===== config.mk =====
export PLATFORM = sky130hd
export DESIGN_NAME = registerfile_param
export DESIGN_NICKNAME = d
export VERILOG_FILES = /design/src/rtl/registerfile_param.sv
export SDC_FILE = /design/constraint.sdc
export NUM_CORES = 1
export LEC_CHECK = 0
export ABC_AREA = 0
export BUFFER_PORTS_ARGS = -buffer_cell sky130_fd_sc_hd__buf_4
export CORE_MARGIN = 8
export CORE_UTILIZATION = 60
export CTS_CLUSTER_DIAMETER = 40
export CTS_CLUSTER_SIZE = 30
export DETAILED_ROUTE_END_ITERATION = 16
export PLACE_DENSITY = 0.83
export SLEW_MARGIN = 20
export SYNTH_ARGS = -nofsm -noshare
export SYNTH_HDL_FRONTEND = slang
export SYNTH_SLANG_ARGS = --single-unit

===== constraint.sdc =====
create_clock -name CLK -period 4.9 [get_ports CLK]
set_input_delay 0.98 -clock CLK [delete_from_list [all_inputs] [get_ports CLK]]
set_output_delay 0.98 -clock CLK [all_outputs]
set_load 0.02 [all_outputs]

===== src/rtl/registerfile_param.sv =====
// Parametrised CPU register file: 2**SEL_WIDTH registers, paired into address registers with inc/dec.
// Define REGFILE_ZERO_REG_EN to hardwire register 0 to zero.
module registerfile_param #(
  parameter  int DATA_WIDTH     = 8,
  parameter  int SEL_WIDTH      = 3,
  localparam int PAIR_SEL_WIDTH = SEL_WIDTH - 1
) (
  input  logic                      CLK,
  input  logic                      RST_bar,
  input  logic                      MAIN_LOAD_bar,
  input  logic [SEL_WIDTH-1:0]      MAIN_LOAD_SEL,
  input  logic [DATA_WIDTH-1:0]     MAIN_in,
  input  logic                      MAIN_ASSERT_bar,
  input  logic [SEL_WIDTH-1:0]      MAIN_ASSERT_SEL,
  output logic [DATA_WIDTH-1:0]     MAIN_out,
  input  logic                      LHS_ASSERT_bar,
  input  logic [SEL_WIDTH-1:0]      LHS_ASSERT_SEL,
  output logic [DATA_WIDTH-1:0]     LHS_out,
  input  logic                      RHS_ASSERT_bar,
  input  logic [SEL_WIDTH-1:0]      RHS_ASSERT_SEL,
  output logic [DATA_WIDTH-1:0]     RHS_out,
  input  logic                      ADDR_LOAD_bar,
  input  logic [PAIR_SEL_WIDTH-1:0] ADDR_LOAD_SEL,
  input  logic [2*DATA_WIDTH-1:0]   ADDR_in,
  input  logic                      ADDR_ASSERT_bar,
  input  logic [PAIR_SEL_WIDTH-1:0] ADDR_ASSERT_SEL,
  output logic [2*DATA_WIDTH-1:0]   ADDR_out,
  input  logic                      ADDR_INC,
  input  logic                      ADDR_DEC,
  input  logic [PAIR_SEL_WIDTH-1:0] ADDR_INC_SEL,
  output logic                      ADDR_WRAP
);

  localparam int NREGS = 1 << SEL_WIDTH;
  localparam int DW    = DATA_WIDTH;
  localparam int PW    = 2 * DATA_WIDTH;
`ifdef REGFILE_ZERO_REG_EN
  localparam bit ZERO_REG = 1'b1;
`else
  localparam bit ZERO_REG = 1'b0;
`endif

  logic [NREGS-1:0][DW-1:0] r_regs;
  logic                     r_wrap;

  logic          w_incdec;
  logic [PW-1:0] w_pair_cur;
  logic [PW-1:0] w_pair_nxt;
  logic          w_arith_wrap;
  logic          w_lo_eff;
  logic          w_hi_eff;
  logic          w_addr_hit;

  // Register 0 stays at its reset value when hardwired, so pair 0 already reads {reg1, 0}.
  assign w_incdec     = ADDR_INC ^ ADDR_DEC;
  assign w_pair_cur   = {r_regs[{ADDR_INC_SEL, 1'b1}], r_regs[{ADDR_INC_SEL, 1'b0}]};
  assign w_pair_nxt   = ADDR_INC ? w_pair_cur + PW'(1) : w_pair_cur - PW'(1);
  assign w_arith_wrap = ADDR_INC ? (w_pair_cur == {PW{1'b1}}) : (w_pair_cur == '0);

  // Wrap only counts if at least one half of the pair actually takes the new value.
  assign w_addr_hit = !ADDR_LOAD_bar && (ADDR_LOAD_SEL == ADDR_INC_SEL);
  assign w_lo_eff   = !w_addr_hit
                    && !(!MAIN_LOAD_bar && MAIN_LOAD_SEL == {ADDR_INC_SEL, 1'b0})
                    && !(ZERO_REG && ADDR_INC_SEL == '0);
  assign w_hi_eff   = !w_addr_hit
                    && !(!MAIN_LOAD_bar && MAIN_LOAD_SEL == {ADDR_INC_SEL, 1'b1});

  always_ff @(posedge CLK) begin
    if (!RST_bar) begin
      r_regs <= '0;
      r_wrap <= 1'b0;
    end else begin
      for (int i = 0; i < NREGS; i++) begin
        if (ZERO_REG && i == 0)
          r_regs[i] <= '0;
        else if (!ADDR_LOAD_bar && ADDR_LOAD_SEL == PAIR_SEL_WIDTH'(i / 2))
          r_regs[i] <= (i % 2 == 1) ? ADDR_in[PW-1:DW] : ADDR_in[DW-1:0];
        else if (!MAIN_LOAD_bar && MAIN_LOAD_SEL == SEL_WIDTH'(i))
          r_regs[i] <= MAIN_in;
        else if (w_incdec && ADDR_INC_SEL == PAIR_SEL_WIDTH'(i / 2))
          r_regs[i] <= (i % 2 == 1) ? w_pair_nxt[PW-1:DW] : w_pair_nxt[DW-1:0];
      end
      r_wrap <= w_incdec && (w_lo_eff || w_hi_eff) && w_arith_wrap;
    end
  end

  assign MAIN_out  = MAIN_ASSERT_bar ? '0 : r_regs[MAIN_ASSERT_SEL];
  assign LHS_out   = LHS_ASSERT_bar  ? '0 : r_regs[LHS_ASSERT_SEL];
  assign RHS_out   = RHS_ASSERT_bar  ? '0 : r_regs[RHS_ASSERT_SEL];
  assign ADDR_out  = ADDR_ASSERT_bar ? '0
                   : {r_regs[{ADDR_ASSERT_SEL, 1'b1}], r_regs[{ADDR_ASSERT_SEL, 1'b0}]};
  assign ADDR_WRAP = r_wrap;

endmodule


After elaboration in Yosys (flattened, before gate mapping)
Cells that the tools add are included.
Widths: inputs -> output; s select.
{ "totals": {"regBits": 65, "input_bits": 52, "out_inout_bits": 41, "word_cells": 121} }
{ "classes": {"addsub": 2, "order_cmp": 7, "n_eq_ne": 17, "mux": 44, "bitwise": 1, "n_reduce_logical": 41} }
{ "ops": {"columns": ["op", "n"], "rows": [
  ["$mux 8", 34],
  ["$bmux 8 s3", 3],
  ["$bmux 8 s2", 4],
  ["$mux 16", 2],
  ["$lt 3x4->1 const B", 7],
  ["$reduce_bool 3->1", 8],
  ["$logic_and 1x1->1", 23],
  ["$add 16x1->16 const B", 1],
  ["$eq 16x16->1 const B", 1],
  ["$logic_not 16->1", 1],
  ["$sub 16x1->16 const B", 1],
  ["$eq 3x3->1 const B", 4],
  ["$eq 2x2->1 const B", 4],
  ["$eq 3x2->1 const B", 2],
  ["$eq 3x3->1", 2],
  ["$logic_not 1->1", 5],
  ["$eq 2x1->1 const B", 2],
  ["$logic_not 2->1", 2],
  ["$eq 3x1->1 const B", 1],
  ["$logic_not 3->1", 1],
  ["$eq 2x2->1", 1],
  ["$logic_or 1x1->1", 1],
  ["$mux 1", 1],
  ["$xor 1x1->1", 1]
]} }

Depth between registers and ports, before layout
Gate-level depths: netlist (run 1).
{ "depth": {"ltp_word": 7, "ltp_mapped": 12, "depth_no_buf": 10} }

Worst setup path before layout (run 1)
OpenSTA, ideal clock, no wires.
{ "synth_path": {"kind": "input to register", "start": "input port ADDR_INC_SEL[0]", "end": "register r_regs[28] in the netlist's numbering", "t_arrival_ns": 3.748, "required_ns": 4.773, "path_slack_ns": 1.025, "stages": 11, "n_path_buf": 2, "path_cell_list": "buf_4 buf_4 mux4_2 fa_1 a211oi_2 nor3_1 or4b_1 nand2_2 mux2i_1 a2111oi_1 nor2_1"} }
{ "synth_via": {"elab_chain_cells": 7, "word_cells_on_any_way": 13} }
{ "synth_lines": {"columns": ["item", "line", "text"], "rows": [
  ["start, declared", "30", "input logic [PAIR_SEL_WIDTH-1:0] ADDR_INC_SEL,"],
  ["$bmux 8 s2", "56", "assign w_pair_cur = {r_regs[{ADDR_INC_SEL, 1'b1}], r_regs[{ADDR_INC_SEL, 1'b0}]};"],
  ["$mux 8 (not written as such)", "56", null],
  ["$sub 16x1->16 or $add 16x1->16 (tied branches)", "57", "assign w_pair_nxt = ADDR_INC ? w_pair_cur + PW'(1) : w_pair_cur - PW'(1);"],
  ["$mux 16", "57", null],
  ["$mux 8", "80", "else if (w_incdec && ADDR_INC_SEL == PAIR_SEL_WIDTH'(i / 2))"],
  ["$mux 8", "78", "else if (!MAIN_LOAD_bar && MAIN_LOAD_SEL == SEL_WIDTH'(i))"],
  ["$mux 8", "76", "else if (!ADDR_LOAD_bar && ADDR_LOAD_SEL == PAIR_SEL_WIDTH'(i / 2))"],
  ["end signal, assigned by index", "77", "r_regs[i] <= (i % 2 == 1) ? ADDR_in[PW-1:DW] : ADDR_in[DW-1:0];"],
  ["end signal, assigned by index", "79", "r_regs[i] <= MAIN_in;"],
  ["end signal, assigned by index", "81", "r_regs[i] <= (i % 2 == 1) ? w_pair_nxt[PW-1:DW] : w_pair_nxt[DW-1:0];"],
  ["end, declared", "43", "logic [NREGS-1:0][DW-1:0] r_regs;"]
]} }
Several ways; a longest one is shown, not always the timed one. The select of a mux whose other input is x is not followed.
A chain may end at the register's enable or synchronous reset.

Final worst setup path (run 1)
{ "layout_path": {"start": "input port ADDR_INC_SEL[0]", "end": "register r_regs[8] in the netlist's numbering"} }
The elaborated chain is that of the path after synthesis.

==> flow_summary.toml, run 1 <==
[run_status]
outcome = "complete, no violations"

[global_route]
grt_pass1_vias = 6966
grt-ovfl-total = 0
grt_max_degree = 68
grt_pass1_wl_mm = 40.35
grt_usage = 0.3506
antenna_found_initial = 0

[sta]
setup_viol = 0
finalCritPeriodShare = 0.8634
skew_ns = 0.008529
slew_violations = 0
relSlewSlack = 0.2579
worst_slew_pin_slew_ns = 1.109
max_freq_mhz = 236.4
finalCriticalPeriod_ns = 4.231
finalHoldViolCount = 0
fin_ws_ns = 0.6694
fin_tns_setup_ns = 0
rsz0062_at_grt = "false"

[setup_path]
crit_start = "ADDR_INC_SEL[0]"
cp_max_fo = 26
ff2ff_path_depth = 10
critPathKind = "input port to flip-flop"
crit_chain = "buf_4 -> mux2i_1 -> mux2i_1 -> fa_1 -> a211oi_2 -> o21ai_0 -> a31oi_1 -> xor2_1 -> nor2_1 -> a2111oi_0 -> nor2_1"
cp_top_family = "compound AO/OA/AOI/OAI gates"
crit_buf_inv = 1
crit_path_start_kind = "input port"
path_depth = 11
crit_required_ns = 5.09
reg2reg_from = "r_regs[48]"
critPathArrivalTime_ns = 4.42
cp-endpoint = "r_regs[8]"
r2r_slack_ns = 1.35
cpMaxStageDelayCell = "fa_1"
reg2reg_to = "r_regs[8]"
max_stage_delay_ns = 0.54
end_kind = "flip-flop"

[placement]
gp_congestion = 1.088
io_buffer_count = 92
dp_hpwl_mm = 20.38
dpl_worst_slack_ns = 0.5091
dp_cells = 941

[clocking]
clock_sinks = 65
clock_latency_ns = 0.33
hold_buffers = 0
clk_path_buf_depth = 2
cts_buffers = 9
clockRootBuffer = "clkbuf_16"
post-cts-setup-buffer-count = 0
clkSlewWorstSetupHoldPaths_ns = 0.06
ctsResizeCount = 0
tritoncts = "built"
htreeDepth = 3

[cells_and_area]
final_net_count = 877
fillers = 942
utilization = 0.6865
area_growth_pct = 12.08
instances_no_fill = 957
drive_above_1_share = 0.2568
diodes = 0

[synth]
ys_types = 77
synth-warning-count = 0
synth_edf_count = 0
yosysTopAreaCell = "mux4_2"
yosys_most_used_dff = "dfxtp_1"
synth_common_cells = "mux4_2 (79), nand2_1 (70), nor2_1 (70)"
avgSynthCellArea_um2 = 8.990
synth_top_area_share = 0.2544
ys_ff_latch = 65
async_flop_share = 0
synthTopCellsByArea = "mux4_2 (25%), dfxtp_1 (19%), mux2i_1 (5.9%), nand2_1 (3.8%), nor2_1 (3.8%)"
synth_fp_nets = 846
synth_seq_area_share = 0.1860
syn_inst = 778
synth_most_common_cell = "mux4_2"
synth_area_um2 = 6994

[floorplanning]
die_x_um = 124.0
die_area_um2 = 15370
start_util = 0.6125
die_y_um = 124.0
ios = 93
core_um2 = 11420
rows = 39

[hold_path]
min_path_cells = 2
hold_class = "flip-flop to flip-flop"

[detailed_routing]
postRouteAntennaNets = 0
drt_iter0_markers = 1188
wl_mm = 27.04
wire_per_inst_um = 28.25
firstDrtPassIters = 6
drc = 0
dr_total_vias = 7396
detail_route.vias_per_cell = 7.728

[power]
irDropWorstVdd_mv = 0.2551
p_per_area_nw_per_um2 = 288.4
power.leakage_uw = 0.003064

[flow_run]
drv_cap = 0
[cells in the final DEF (no fill, tap or decap), drive strengths merged, types with 5 or more instances in the layout]
cell type | synthesis | routed
o22ai | 6 | 6
and3 | 5 | 5
xor2 | 9 | 9
ha | 15 | 15
a21oi | 49 | 49
mux2i | 41 | 41
o211a | 7 | 7
nand2 | 71 | 71
o32ai | 5 | 5
clkbuf | 50 | 10
nand2b | 5 | 5
a21o | 5 | 5
o211ai | 17 | 17
nand3 | 32 | 32
or3 | 10 | 10
inv | 7 | 7
nor2b | 27 | 27
a211oi | 11 | 11
o21ai | 43 | 43
mux4 | 79 | 79
a31oi | 10 | 10
nor3 | 17 | 17
o221ai | 18 | 18
o2111ai | 6 | 6
nor4 | 5 | 5
buf | 25 | 96
nor2 | 70 | 70
nand4 | 6 | 6
dfxtp | 65 | 65
xnor2 | 8 | 8
[sequential cells by signal, summed over array words and instances, names as in the netlist]
| name | flops |
|---|---|
| r_regs | 64 |
| ADDR_WRAP | 1 |
[final cells by class]
type                       instances  area [um2]  share of cell area
sequential                        65        1301              0.1660
timing repair buffer              96       720.7             0.09194
tap                              143       178.9             0.02283
clock inverter                     6       68.82            0.008779
inverter                           7       26.28            0.003352
multi-input combinational        630        5314              0.6779
clock buffer                      10       229.0             0.02921
[layer usage]
metal,vias up,part of all wire,global-route usage
met5,-,0,0
met3,125,0.16,0.09746
met2,678,0.43,0.5358
met4,0,0.059,0.2030
li1,3116,-,-
met1,3477,0.35,0.4391
[stage by stage]
stage	total power, uW	instance area [um2]	hold slack (ns)
floorplan	1303	6994	0.4771
global placement	1567	7541	0.5491
detailed placement	1592	7541	0.5688
CTS	2222	7839	0.5766
global route	2343	7839	0.5992
finish	2261	7839	0.5784
[worst min-delay path, stage by stage, from the launching register on]
cell and delay, ns:
dfxtp_1 0.38, nand2_1 0.08, a21boi_0 0.07
[logic make-up (layout without fill, tap and decap cells)]
| family | count (synthesis) | after routing | synth area share |
|---|---|---|---|
| buffers and inverters | 83 | 119 | 0.05420 |
| adder cells (fa/ha/maj) | 16 | 16 | 0.02970 |
| multiplexers | 121 | 121 | 0.3147 |
| flip-flops | 65 | 65 | 0.1860 |
| AND/OR/NAND/NOR | 263 | 263 | 0.1810 |
| XOR/XNOR | 17 | 17 | 0.02129 |
| AO/OA/AOI/OAI | 213 | 213 | 0.2131 |
[worst min-delay path by stage]
stage	startpoint	slack, ns	to
final	r_regs[49]	0.58	r_regs[49]
after global routing	r_regs[49]	0.60	r_regs[49]
after CTS	r_regs[49]	0.58	r_regs[49]
after detailed placement	r_regs[49]	0.57	r_regs[49]
after global placement	r_regs[49]	0.55	r_regs[49]
after floorplan	r_regs[49]	0.48	r_regs[49]
[power by group]
group | switching, uW | internal (uW) | leakage [uW]
clock | 243 | 395 | 0.000143
sequential | 125 | 585 | 0.000535
combinational | 508 | 404 | 0.00239
Note: power is estimated with default switching activity, not from simulation.
==> run 2, diff against run 1 <==
PLACE_DENSITY = 0.88   (was 0.83)
==> run 2 against run 1 <==
Worst hold slack worse by 0.020 ns. Wire length increased by 0.89%. Combinational power decreased by 0.4%. Clock-buffer cell count unchanged. Critical path type unchanged. Via count fell by 0.49%. Core utilization up 0.41 points. Sequential share of layout area is 0.097 points lower. Critical path depth stayed put. Total power rose by 3.8%. Non-clock buffer count grew 2. Global-route usage is 0.30 points higher.
==> flow_summary.toml, run 2 (same netlist as run 1, synthesis figures left out) <==
[run_status]
outcome = "complete, no violations"

[clocking]
clockRootBuffer = "clkbuf_16"
cts_buffers = 9
tritoncts = "built"
clk_path_buf_depth = 2
clock_sinks = 65
hold_buffers = 0
clock_latency_ns = 0.34
htreeDepth = 3
ctsResizeCount = 0
post-cts-setup-buffer-count = 0
clkSlewWorstSetupHoldPaths_ns = 0.06

[placement]
gp_congestion = 0.9750
dp_hpwl_mm = 20.15
io_buffer_count = 92

[global_route]
grt_pass1_vias = 6957
grt-ovfl-total = 0
grt_usage = 0.3536
grt_max_degree = 68
grt_pass1_wl_mm = 40.90
antenna_found_initial = 0

[sta]
slew_violations = 0
finalCriticalPeriod_ns = 3.997
fin_tns_setup_ns = 0
finalHoldViolCount = 0
finalCritPeriodShare = 0.8156
rsz0062_at_grt = "false"
relSlewSlack = 0.1418
skew_ns = 0.009158
setup_viol = 0
max_freq_mhz = 250.2
hold-worst-slack_ns = 0.5587
worst_slew_pin_slew_ns = 1.271

[setup_path]
critPathKind = "input port to flip-flop"
max_stage_delay_ns = 0.53
crit_path_start_kind = "input port"
critPathArrivalTime_ns = 4.21
cp_top_family = "compound AO/OA/AOI/OAI gates"
cp_max_fo = 26
r2r_slack_ns = 1.59
crit_required_ns = 5.11
crit_buf_inv = 1
crit_chain = "buf_4 -> mux2i_1 -> mux2i_1 -> fa_1 -> a211oi_2 -> o21ai_0 -> a31oi_1 -> xor2_1 -> nor2_1 -> a2111oi_0 -> nor2_1"
cpMaxStageDelayCell = "fa_1"
end_kind = "flip-flop"

[detailed_routing]
dr_total_vias = 7360
firstDrtPassIters = 7
postRouteAntennaNets = 0
drt_iter0_markers = 1252
drc = 0
wire_per_inst_um = 28.45
wl_mm = 27.28
detail_route.vias_per_cell = 7.675

[power]
irDropWorstVdd_mv = 0.3031
p_per_area_nw_per_um2 = 297.5
combPwrFrac = 0.387
intPower_uw = 1451
switching_share = 0.3815
power.switching_uw = 895.0
clkPwrFrac = 0.310
sequentialPowerShare = 0.303
power.leakage_uw = 0.003090

[floorplanning]
start_util = 0.6125
ios = 93
die_y_um = 124.0
die_x_um = 124.0
core_um2 = 11420
rows = 39
die_area_um2 = 15370

[cells_and_area]
layout_commonest_cell = "buf_4"
utilization = 0.6906
final_net_count = 879
area_growth_pct = 12.74
largest-register = "r_regs"
diodes = 0
largest_reg_flops = 64
final_cell_mix = "buf_4 (98), mux4_2 (79), nor2_1 (70), nand2_1 (70), dfxtp_1 (65)"
drive_above_1_share = 0.2598

[flow_run]
drv_cap = 0

[hold_path]
hold_class = "flip-flop to flip-flop"
## run 2: final timing paths
path / start / to / cells past startpoint
max reg2reg: r_regs[48] / r_regs[24] / 10
min: r_regs[49] / r_regs[49] / 2
max: ADDR_INC_SEL[0] / r_regs[24] / 11
min reg2reg: r_regs[49] / r_regs[49] / 2
## run 2: through the flow
stage          instance area [um2]  instances  power (uW)  worst slack [ns]
2_1_floorplan                 6994        778        1303             1.025
3_3_place_gp                  7556        943        1565            0.6921
3_5_place_dp                  7556        943        1591            0.5916
4_1_cts                       7885        959        2301            0.9276
5_1_grt                       7885        959        2421            0.6350
6_report                      7885        959        2346            0.9034
## run 2: cell type report
type	instances	area, um2
sequential	65	1301
tap	143	178.9
clock buffer	10	239.0
clock inverter	6	90.09
timing repair buffer	98	735.7
multi-input combinational	630	5314
fill	854	3533
inverter	7	26.28
## run 2: power by group through the flow
| stage | logic, uW | clock network, uW | registers, uW |
|---|---|---|---|
| after global routing | 966 | 745 | 709 |
| after global placement | 865 | 0 | 699 |
| final | 908 | 727 | 710 |
| after floorplan | 658 | 0 | 645 |
| after detailed placement | 884 | 0 | 707 |
| after CTS | 888 | 717 | 695 |
## run 2: routing by layer
metal | routed length, um | vias to the layer above | GRT usage
li1 | - | 3120 | -
met1 | 9679 | 3439 | 0.4513
met2 | 11930 | 669 | 0.5429
met3 | 4210 | 132 | 0.09565
met4 | 1457 | 0 | 0.1770
met5 | 0 | - | 0.01645
## run 2: worst reg2reg max path: stages (launching register included)
cell	delay, ns
dfxtp_1	0.39
mux2i_1	0.31
mux2i_1	0.31
fa_1	0.53
a211oi_2	0.30
o21ai_0	0.15
a31oi_1	0.24
xor2_1	0.41
nor2_1	0.10
a2111oi_0	0.35
nor2_1	0.09
